==> src/rtl/aesl_deadlock_pkg.sv <==
// Shared types for the AXI-stream deadlock detection blocks: per-channel
// FSM state encoding, default counter width and the stall predicate.
package aesl_deadlock_pkg;

  localparam int AESL_CNT_W_DEF = 8;

  typedef enum logic [1:0] {
    ST_IDLE    = 2'd0,
    ST_COUNT   = 2'd1,
    ST_BLOCKED = 2'd2
  } blk_state_e;

  // An input stream stalls when the kernel is ready but nothing arrives;
  // an output stream stalls when the kernel offers data nobody takes.
  function automatic logic stall_of(input logic dir, input logic tvalid, input logic tready);
    return dir ? (tready & ~tvalid) : (tvalid & ~tready);
  endfunction

endpackage

==> src/rtl/aesl_axis_block_chan.sv <==
// One watched AXI-stream channel: counts consecutive stall cycles and raises
// a registered blocked flag once the run reaches STALL_THRESH.
module aesl_axis_block_chan
  import aesl_deadlock_pkg::*;
#(
  parameter int STALL_THRESH = 16,
  parameter int CNT_W        = AESL_CNT_W_DEF
) (
  input  logic             clk_i,
  input  logic             rst_ni,
  input  logic             tvalid_i,
  input  logic             tready_i,
  input  logic             dir_i,
  input  logic             inst_idle_i,
  output logic             blocked_o,
  output logic             blk_nxt_o,
  output logic             block_evt_o,
  output logic [1:0]       state_o,
  output logic [CNT_W-1:0] cnt_o
);

  localparam logic [CNT_W-1:0] THR    = CNT_W'(STALL_THRESH);
  localparam logic [CNT_W-1:0] THR_M1 = CNT_W'(STALL_THRESH - 1);

  blk_state_e       state_q;
  logic [CNT_W-1:0] cnt_q;
  logic             blocked_q;
  logic             stall;
  logic             xfer;

  assign stall = stall_of(dir_i, tvalid_i, tready_i);
  assign xfer  = tvalid_i & tready_i;

  // Next value of the flag, exported so the top can register its OR and
  // spot new blocks in the same edge the flag itself is registered.
  assign blk_nxt_o   = ~inst_idle_i & stall &
                       (((state_q == ST_COUNT) && (cnt_q >= THR_M1)) || (state_q == ST_BLOCKED));
  assign block_evt_o = blk_nxt_o & (state_q != ST_BLOCKED);

  always_ff @(posedge clk_i or negedge rst_ni) begin
    if (!rst_ni) begin
      state_q   <= ST_IDLE;
      cnt_q     <= '0;
      blocked_q <= 1'b0;
    end else begin
      blocked_q <= blk_nxt_o;
      if (inst_idle_i) begin
        state_q <= ST_IDLE;
        cnt_q   <= '0;
      end else begin
        case (state_q)
          ST_IDLE: begin
            if (stall) begin
              state_q <= ST_COUNT;
              cnt_q   <= CNT_W'(1);
            end
          end
          ST_COUNT: begin
            if (!stall) begin
              state_q <= ST_IDLE;
              cnt_q   <= '0;
            end else if (cnt_q >= THR_M1) begin
              state_q <= ST_BLOCKED;
              cnt_q   <= THR;
            end else begin
              cnt_q <= cnt_q + CNT_W'(1);
            end
          end
          ST_BLOCKED: begin
            if (xfer || !stall) begin
              state_q <= ST_IDLE;
              cnt_q   <= '0;
            end else begin
              cnt_q <= THR;
            end
          end
          default: begin
            state_q <= ST_IDLE;
            cnt_q   <= '0;
          end
        endcase
      end
    end
  end

  assign blocked_o = blocked_q;
  assign state_o   = state_q;
  assign cnt_o     = cnt_q;

endmodule

==> src/rtl/aesl_axis_block_detector.sv <==
// Watches NUM_CH AXI-stream channels and reports which are blocked.
// Optional first-block trace capture is enabled by AESL_BLOCK_TRACE_EN.
module aesl_axis_block_detector
  import aesl_deadlock_pkg::*;
#(
  parameter int NUM_CH       = 3,
  parameter int STALL_THRESH = 16,
  parameter int CNT_W        = AESL_CNT_W_DEF,
  localparam int CH_W        = (NUM_CH > 1) ? $clog2(NUM_CH) : 1
) (
  input  logic              clock,
  input  logic              reset_n,
  input  logic [NUM_CH-1:0] ch_tvalid,
  input  logic [NUM_CH-1:0] ch_tready,
  input  logic [NUM_CH-1:0] ch_dir,
  input  logic              inst_idle,
  input  logic              trace_clr,
  output logic [NUM_CH-1:0] axis_block_sigs,
  output logic              block_any,
  output logic [CH_W-1:0]   first_block_ch,
  output logic [31:0]       first_block_cycle,
  output logic              trace_valid
);

  logic [NUM_CH-1:0]       blk_nxt;
  logic [NUM_CH-1:0]       blk_evt;
  logic [2*NUM_CH-1:0]     chan_state;
  logic [CNT_W*NUM_CH-1:0] chan_cnt;
  logic                    block_any_q;

  for (genvar g = 0; g < NUM_CH; g++) begin : g_chan
    aesl_axis_block_chan #(
      .STALL_THRESH(STALL_THRESH),
      .CNT_W       (CNT_W)
    ) u_chan (
      .clk_i      (clock),
      .rst_ni     (reset_n),
      .tvalid_i   (ch_tvalid[g]),
      .tready_i   (ch_tready[g]),
      .dir_i      (ch_dir[g]),
      .inst_idle_i(inst_idle),
      .blocked_o  (axis_block_sigs[g]),
      .blk_nxt_o  (blk_nxt[g]),
      .block_evt_o(blk_evt[g]),
      .state_o    (chan_state[2*g +: 2]),
      .cnt_o      (chan_cnt[CNT_W*g +: CNT_W])
    );
  end

  always_ff @(posedge clock or negedge reset_n) begin
    if (!reset_n) block_any_q <= 1'b0;
    else          block_any_q <= |blk_nxt;
  end
  assign block_any = block_any_q;

  logic unused_dbg;
  assign unused_dbg = ^{chan_state, chan_cnt};

`ifdef AESL_BLOCK_TRACE_EN
  logic [31:0]     cycle_q;
  logic [31:0]     cycle_d;
  logic [CH_W-1:0] evt_idx;
  logic            evt_any;
  logic [CH_W-1:0] first_ch_q;
  logic [31:0]     first_cyc_q;
  logic            trace_valid_q;

  // Stamp is the cycle in which the new flag first shows on the outputs.
  assign cycle_d = cycle_q + 32'd1;
  assign evt_any = |blk_evt;

  // Downward scan so the lowest blocking index is the one left standing.
  always_comb begin
    evt_idx = '0;
    for (int i = NUM_CH - 1; i >= 0; i--) begin
      if (blk_evt[i]) evt_idx = CH_W'(i);
    end
  end

  always_ff @(posedge clock or negedge reset_n) begin
    if (!reset_n) begin
      cycle_q       <= '0;
      first_ch_q    <= '0;
      first_cyc_q   <= '0;
      trace_valid_q <= 1'b0;
    end else begin
      cycle_q <= cycle_d;
      if (evt_any && (!trace_valid_q || trace_clr)) begin
        first_ch_q    <= evt_idx;
        first_cyc_q   <= cycle_d;
        trace_valid_q <= 1'b1;
      end else if (trace_clr) begin
        first_ch_q    <= '0;
        first_cyc_q   <= '0;
        trace_valid_q <= 1'b0;
      end
    end
  end

  assign first_block_ch    = first_ch_q;
  assign first_block_cycle = first_cyc_q;
  assign trace_valid       = trace_valid_q;
`else
  logic unused_trace;
  assign unused_trace      = ^{trace_clr, blk_evt};
  assign first_block_ch    = '0;
  assign first_block_cycle = '0;
  assign trace_valid       = 1'b0;
`endif

endmodule

==> config.mk <==
export PLATFORM = sky130hd
export DESIGN_NAME = aesl_axis_block_detector
export DESIGN_NICKNAME = d
export VERILOG_FILES = /design/src/rtl/aesl_deadlock_pkg.sv /design/src/rtl/aesl_axis_block_chan.sv /design/src/rtl/aesl_axis_block_detector.sv
export SDC_FILE = /design/constraint.sdc
export NUM_CORES = 1
export LEC_CHECK = 0
export CORE_UTILIZATION = 35
export CTS_CLUSTER_SIZE = 12
export DETAILED_ROUTE_END_ITERATION = 6
export HOLD_SLACK_MARGIN = 0.06
export PLACE_DENSITY = 0.68
export SETUP_SLACK_MARGIN = 0.1
export SYNTH_ARGS = -nofsm -noshare
export SYNTH_HDL_FRONTEND = slang
export SYNTH_SLANG_ARGS = --single-unit
==> constraint.sdc <==
create_clock -name clock -period 1.97 [get_ports clock]
set_input_delay 0.394 -clock clock [delete_from_list [all_inputs] [get_ports clock]]
set_output_delay 0.394 -clock clock [all_outputs]
set_load 0.02 [all_outputs]
==> results.sh, run 1 <==
export IMPL_required_ns=2.15
export IMPL_worst_r2r_setup_slack_ns=0.17
export IMPL_numClockSinks=34
export IMPL_leakage_uw=0.001104
export IMPL_final_layout_size_suffix_gt1_frac=0.1923
export IMPL_status="finished, final reports clean"
export IMPL_instances_no_fill=304
export IMPL_r2r_cells=4
export IMPL_placed_area_mm2=0.002197
export IMPL_post_cts_setup_buffers=0
export IMPL_htreeDepth=2
export IMPL_die_width_um=76.34
export IMPL_worstReg2RegStart="g_chan[1].u_chan.cnt_o[5]$_DFFE_PN0P_"
export IMPL_ant_nets=0
export IMPL_synth_seq_cells=34
export IMPL_skew_ns=0.009651
export IMPL_dp_slack_ns=-0.1325
export IMPL_final_core_util=0.4425
export IMPL_hold_viol_final=0
export IMPL_viasPerCell=4.513
export IMPL_grt_first_pass_wirelength_mm=5.720
export IMPL_ys_seq_area_frac=0.4398
export IMPL_syn_area_mm2=0.001934
export IMPL_setup_viol=0
export IMPL_start_util=0.3716
export IMPL_worstPathArrival_ns=1.98
export IMPL_power_density_mw_per_mm2=635.4
export IMPL_dr_total_vias=1372
export IMPL_postSynthAreaPerCell_um2=10.13
export IMPL_grt_usage=0.1251
export IMPL_cts_tree="built"
export IMPL_fmax_mhz=555.6
export IMPL_setup_worst_path_class="register to register"
export IMPL_dp_cells=296
export IMPL_fin_ws_ns=0.1700
export IMPL_yosys_area_top_type="dfrtp_1"
export IMPL_portBuffers=15
export IMPL_synth_warnings=0
export IMPL_final_cell_mix="conb_1 (35), dfrtp_1 (34), buf_4 (25)"
export IMPL_final_min_clock_period_ns=1.800
export IMPL_antenna_cells=0
export IMPL_peakVddDrop_mv=0.2991
export IMPL_fp_row_count=26
export IMPL_synthCells=191
export IMPL_drt_first_pass_iters=4
export IMPL_synth_edf_count=0
export IMPL_synth_area_leaders="dfrtp_1 (44%), buf_4 (15%), or3_1 (2.3%)"
export IMPL_die_area_mm2=0.005828
export IMPL_drt_iter0_drc=48
export IMPL_die_height_um=76.34
export IMPL_hp_class="primary input to async pin"
export IMPL_finalCritPeriodShare=0.9137
export IMPL_place_gp_congestion=0.7587
export IMPL_ys_flop_type="dfrtp_1"
export IMPL_synth_distinct_cells=45
export IMPL_slew_violations=0
export IMPL_wirelength_mm=3.230
export IMPL_antenna_found_initial=0
export IMPL_crit_fanout=6
export IMPL_clkSlewWorstSetupHoldPaths_ns=0.07
export IMPL_grt_max_degree=35
export IMPL_rsz0062_at_grt="false"
export IMPL_io_pins=52
export IMPL_cts_root_buf="clkbuf_8"
export IMPL_area_growth_pct=19.08
export IMPL_reg2reg_to="block_any$_DFF_PN0_"
export IMPL_cts_buffers=5
export IMPL_drc=0
export IMPL_worstSetupStartpointType="register"
export IMPL_gr_total_overflow=0
export IMPL_insertion_delay_ns=0.29
export IMPL_synth_top_area_frac=0.4398
export IMPL_cp_end_kind="register"
export IMPL_finalInstanceArea_mm2=0.002303
export IMPL_layout_commonest_cell="conb_1"
export IMPL_drt_wirelength_per_cell_um=10.63
export IMPL_place_hpwl_mm=2.449
export IMPL_asyncSetResetFlopFracSynth=1.000
export IMPL_fin_nets=249
export IMPL_cts_path_max_buffers=2
export IMPL_maxCapViolCount=0
export IMPL_grt_pass1_vias=1306
export IMPL_core_mm2=0.005205
## worst max-delay path by stage
stage | from | end | slack [ns] | cells after the start
2_1_floorplan | g_chan[1].u_chan.cnt_o[5]$_DFFE_PN0P_ | block_any$_DFF_PN0_ | 0.28 | 4
3_3_place_gp | inst_idle | g_chan[1].u_chan.cnt_o[7]$_DFFE_PN0P_ | -0.10 | 6
3_5_place_dp | inst_idle | g_chan[0].u_chan.cnt_o[3]$_DFFE_PN0P_ | -0.13 | 7
4_1_cts | g_chan[1].u_chan.cnt_o[5]$_DFFE_PN0P_ | block_any$_DFF_PN0_ | 0.17 | 4
5_1_grt | g_chan[1].u_chan.cnt_o[5]$_DFFE_PN0P_ | block_any$_DFF_PN0_ | 0.10 | 4
6_report | g_chan[1].u_chan.cnt_o[5]$_DFFE_PN0P_ | block_any$_DFF_PN0_ | 0.17 | 4
## what timing repair did
item	CTS	global route
hold buffers	0	0
setup endpoints to repair	0	3
resized for setup	0	2
## per-stage QoR
stage | total power [µW] | TNS [ns] | hold WS, ns
global placement | 930.9 | -0.5935 | 0.4724
floorplan | 894.0 | 0 | 0.09841
CTS | 1483 | 0 | 0.5047
global route | 1540 | 0 | 0.5466
detailed placement | 934.4 | -0.7554 | 0.4897
finish | 1464 | 0 | 0.4993
## worst max-delay path, stage by stage, from the launching register on
cell and delay (ns):
dfrtp_1 0.40, or4_4 0.56, a31oi_4 0.25, a2111oi_2 0.13, or3_1 0.35
## report_power, final
group | total [µW] | internal (µW) | switching [µW]
Sequential | 715 | 706 | 8.99
Clock | 543 | 281 | 262
Combinational | 206 | 77.4 | 128
Total | 1460 | 1060 | 399
## cell families (layout without fill, tap and decap cells)
logic type,Yosys count,count (layout),share of synthesized area
and+or+nand+nor,62,62,0.1895
buffers and inverters,48,57,0.1675
AOI/OAI and AO/OA,39,39,0.1637
DFF,34,34,0.4398
xor gates and xnor gates,4,4,0.01811
adders and majority gates,3,3,0.01941
other,1,35,0.001939
## cells in the mapped netlist, drive strengths merged (2+ instances only)
master,count
a2111oi,4
a211o,2
a211oi,2
a21o,4
a21oi,7
a22o,2
a31oi,4
and2,5
and3b,3
buf,39
dfrtp,34
ha,3
inv,9
nand2,5
nand2b,2
nand3,6
nand4,2
nor2,11
nor3,7
nor3b,5
o21ai,5
o31ai,2
or2,2
or3,7
or4,3
xnor2,2
xor2,2
## cell type report
cell class | instances | area [µm²]
inverters | 9 | 33.78
flip-flops and latches | 34 | 850.8
clock buffers | 6 | 82.58
well taps | 70 | 87.58
fillers | 499 | 2902
repair buffers | 40 | 337.8
multi-input cells | 143 | 898.4
clock inverters | 2 | 12.51
## per-layer routing
metal / GRT usage / vias up / share of wire
li1: - / 689 / -
met1: 0.1526 / 639 / 0.46
met2: 0.1982 / 36 / 0.48
met3: 0.03234 / 8 / 0.036
met4: 0.07500 / 0 / 0.027
met5: 0 / - / 0
## sequential cells by signal (all words and copies together), names as in the netlist
name / count
g_chan.u_chan.blocked_o: 3
g_chan.u_chan.cnt_o: 24
g_chan.u_chan.state_o: 6
block_any: 1
(Power assumes the default switching activity.)
==> run 2, diff against run 1 <==
--- a/config.mk
+++ b/config.mk
@@ -6,11 +6,12 @@
 export NUM_CORES = 1
 export LEC_CHECK = 0
 export CORE_UTILIZATION = 35
+export CTS_CLUSTER_DIAMETER = 50
 export CTS_CLUSTER_SIZE = 12
 export DETAILED_ROUTE_END_ITERATION = 6
 export HOLD_SLACK_MARGIN = 0.06
 export PLACE_DENSITY = 0.68
-export SETUP_SLACK_MARGIN = 0.1
+export SETUP_SLACK_MARGIN = 0.02
 export SYNTH_ARGS = -nofsm -noshare
 export SYNTH_HDL_FRONTEND = slang
 export SYNTH_SLANG_ARGS = --single-unit
==> run 2 against run 1 <==
- worst setup slack worse by 0.0017 ns
- critical endpoint unchanged
- count of clock-buffer cells in the layout unchanged
- largest power group unchanged
- critical path type unchanged
- highest routed layer unchanged
- critical path depth unchanged
==> results.sh, run 2 (synthesis gave the netlist of run 1 again) <==
export IMPL_max_slew_margin_rel=0.6578
export IMPL_num_fill_cells=501
export IMPL_final_layout_size_suffix_gt1_frac=0.1838
export IMPL_cts_tree="built"
export IMPL_layout_commonest_cell="conb_1"
export IMPL_hp_class="primary input to async pin"
export IMPL_setup_worst_path_class="register to register"
export IMPL_cts_root_buf="clkbuf_8"
export IMPL_start_util=0.3716
export IMPL_place_gp_congestion=0.7587
export IMPL_dp_cells=296
export IMPL_finalInstanceArea_mm2=0.002292
export IMPL_drc=0
export IMPL_die_area_mm2=0.005828
export IMPL_placed_area_mm2=0.002197
export IMPL_finalCritPeriodShare=0.9146
export IMPL_drt_first_pass_iters=4
export IMPL_post_cts_setup_buffers=0
export IMPL_worstPathArrival_ns=1.98
export IMPL_grt_usage=0.1251
export IMPL_r2r_cells=4
export IMPL_clkSlewWorstSetupHoldPaths_ns=0.07
export IMPL_status="finished, final reports clean"
export IMPL_portBuffers=15
export IMPL_core_mm2=0.005205
export IMPL_peakVddDrop_mv=0.2988
export IMPL_grt_max_degree=35
export IMPL_cp_depth=4
export IMPL_startpoint="g_chan[1].u_chan.cnt_o[5]$_DFFE_PN0P_"
export IMPL_hold_viol_final=0
export IMPL_crit_family="simple AND/OR/NAND/NOR gates"
export IMPL_antenna_found_initial=0
export IMPL_ant_nets=0
export IMPL_place_hpwl_mm=2.449
export IMPL_gr_total_overflow=0
export IMPL_rsz0062_at_grt="false"
export IMPL_worst_r2r_setup_slack_ns=0.17
export IMPL_fin_tns_setup_ns=0
export IMPL_setup_viol=0
export IMPL_fin_nets=249
export IMPL_fmax_mhz=555.0
export IMPL_cts_path_max_buffers=2
export IMPL_cp_end_kind="register"
export IMPL_wirelength_mm=3.224
export IMPL_io_pins=52
export IMPL_crit_buf_inv=0
export IMPL_die_height_um=76.34
export IMPL_crit_fanout=6
export IMPL_worstReg2RegStart="g_chan[1].u_chan.cnt_o[5]$_DFFE_PN0P_"
export IMPL_final_cell_mix="conb_1 (35), dfrtp_1 (34), buf_4 (25)"
export IMPL_grt_first_pass_wirelength_mm=5.720
export IMPL_p_sw_uw=400.1
export IMPL_maxCapViolCount=0
export IMPL_hold_buffers=0
export IMPL_cpPeakStageDelay_ns=0.56
export IMPL_switching_share=0.2732
export IMPL_largest_reg_flops=24
export IMPL_worstSetupStartpointType="register"
export IMPL_dr_total_vias=1374
export IMPL_die_width_um=76.34
export IMPL_seq_power_share=0.489
export IMPL_insertion_delay_ns=0.29
export IMPL_required_ns=2.15
export IMPL_area_growth_pct=18.50
export IMPL_power_density_mw_per_mm2=638.8
export IMPL_fin_ws_ns=0.1683
export IMPL_reg2reg_to="block_any$_DFF_PN0_"
export IMPL_numClockSinks=34
export IMPL_grt_pass1_vias=1306
export IMPL_crit_slowest_cell="or4_4"
export IMPL_drt_iter0_drc=47
export IMPL_leakage_uw=0.001101
export IMPL_final_min_clock_period_ns=1.802
export IMPL_tightestPinTransition_ns=0.5086
export IMPL_skew_ns=0.008890
export IMPL_htreeDepth=2
export IMPL_cts_buffers=5
export IMPL_fp_row_count=26
export IMPL_path_cells="or4_4 > a31oi_4 > a2111oi_2 > or3_1"
export IMPL_drt_wirelength_per_cell_um=10.61
export IMPL_p_comb_frac=0.140
export IMPL_antenna_cells=0
export IMPL_p_int_uw=1064
export IMPL_dp_slack_ns=-0.1325
export IMPL_p_clk_frac=0.372
export IMPL_viasPerCell=4.520
export IMPL_slew_violations=0
export IMPL_instances_no_fill=304
export IMPL_ctsResizeCount=0
[run 2: cell count changes in the layout (fill, tap and decap cells not counted)]
cell / before / now
nor3b_2: 1 / 0
nor4_1: 0 / 1
nor4_2: 1 / 0
nor3b_1: 4 / 5
[run 2: how the worst max path moves through the flow]
stage                                             to  slack (ns)
2_1_floorplan                    block_any$_DFF_PN0_        0.28
3_3_place_gp   g_chan[1].u_chan.cnt_o[7]$_DFFE_PN0P_       -0.10
3_5_place_dp   g_chan[0].u_chan.cnt_o[3]$_DFFE_PN0P_       -0.13
4_1_cts                          block_any$_DFF_PN0_        0.17
5_1_grt        g_chan[1].u_chan.cnt_o[7]$_DFFE_PN0P_        0.08
6_report                         block_any$_DFF_PN0_        0.17
[run 2: metal layers]
metal | track usage | vias up | routed length [µm]
li1 | - | 689 | -
met1 | 0.1526 | 639 | 1462
met2 | 0.1982 | 38 | 1546
met3 | 0.03234 | 8 | 128
met4 | 0.07500 | 0 | 87
met5 | 0 | - | 0
[run 2: worst register-to-register path: stages (launching register included)]
cell,delay (ns)
dfrtp_1,0.40
or4_4,0.56
a31oi_4,0.25
a2111oi_2,0.13
or3_1,0.35
[run 2: final cells by class]
| cell class | count | area [µm²] | share of cell area |
|---|---|---|---|
| flip-flops and latches | 34 | 850.8 | 0.3712 |
| repair buffers | 40 | 337.8 | 0.1474 |
| clock buffers | 6 | 82.58 | 0.03603 |
| multi-input cells | 143 | 887.1 | 0.3870 |
| well taps | 70 | 87.58 | 0.03821 |
| inverters | 9 | 33.78 | 0.01474 |
| clock inverters | 2 | 12.51 | 0.005459 |
[run 2: power by group through the flow]
stage                     clock [µW]  combinational, µW  sequential, µW
final                            544                205             715
after global routing             597                226             717
after CTS                        562                206             715
after detailed placement           0                205             729
after global placement             0                202             728
after floorplan                    0                167             727
[run 2: metrics by stage]
step                total power (µW)  utilization  hold WS [ns]
detailed placement             934.4       0.4221        0.4897
global route                    1539       0.4404        0.5257
global placement               930.9       0.4221        0.4724
floorplan                      894.0            -       0.09841
finish                          1464       0.4404        0.4989
CTS                             1483       0.4404        0.5047
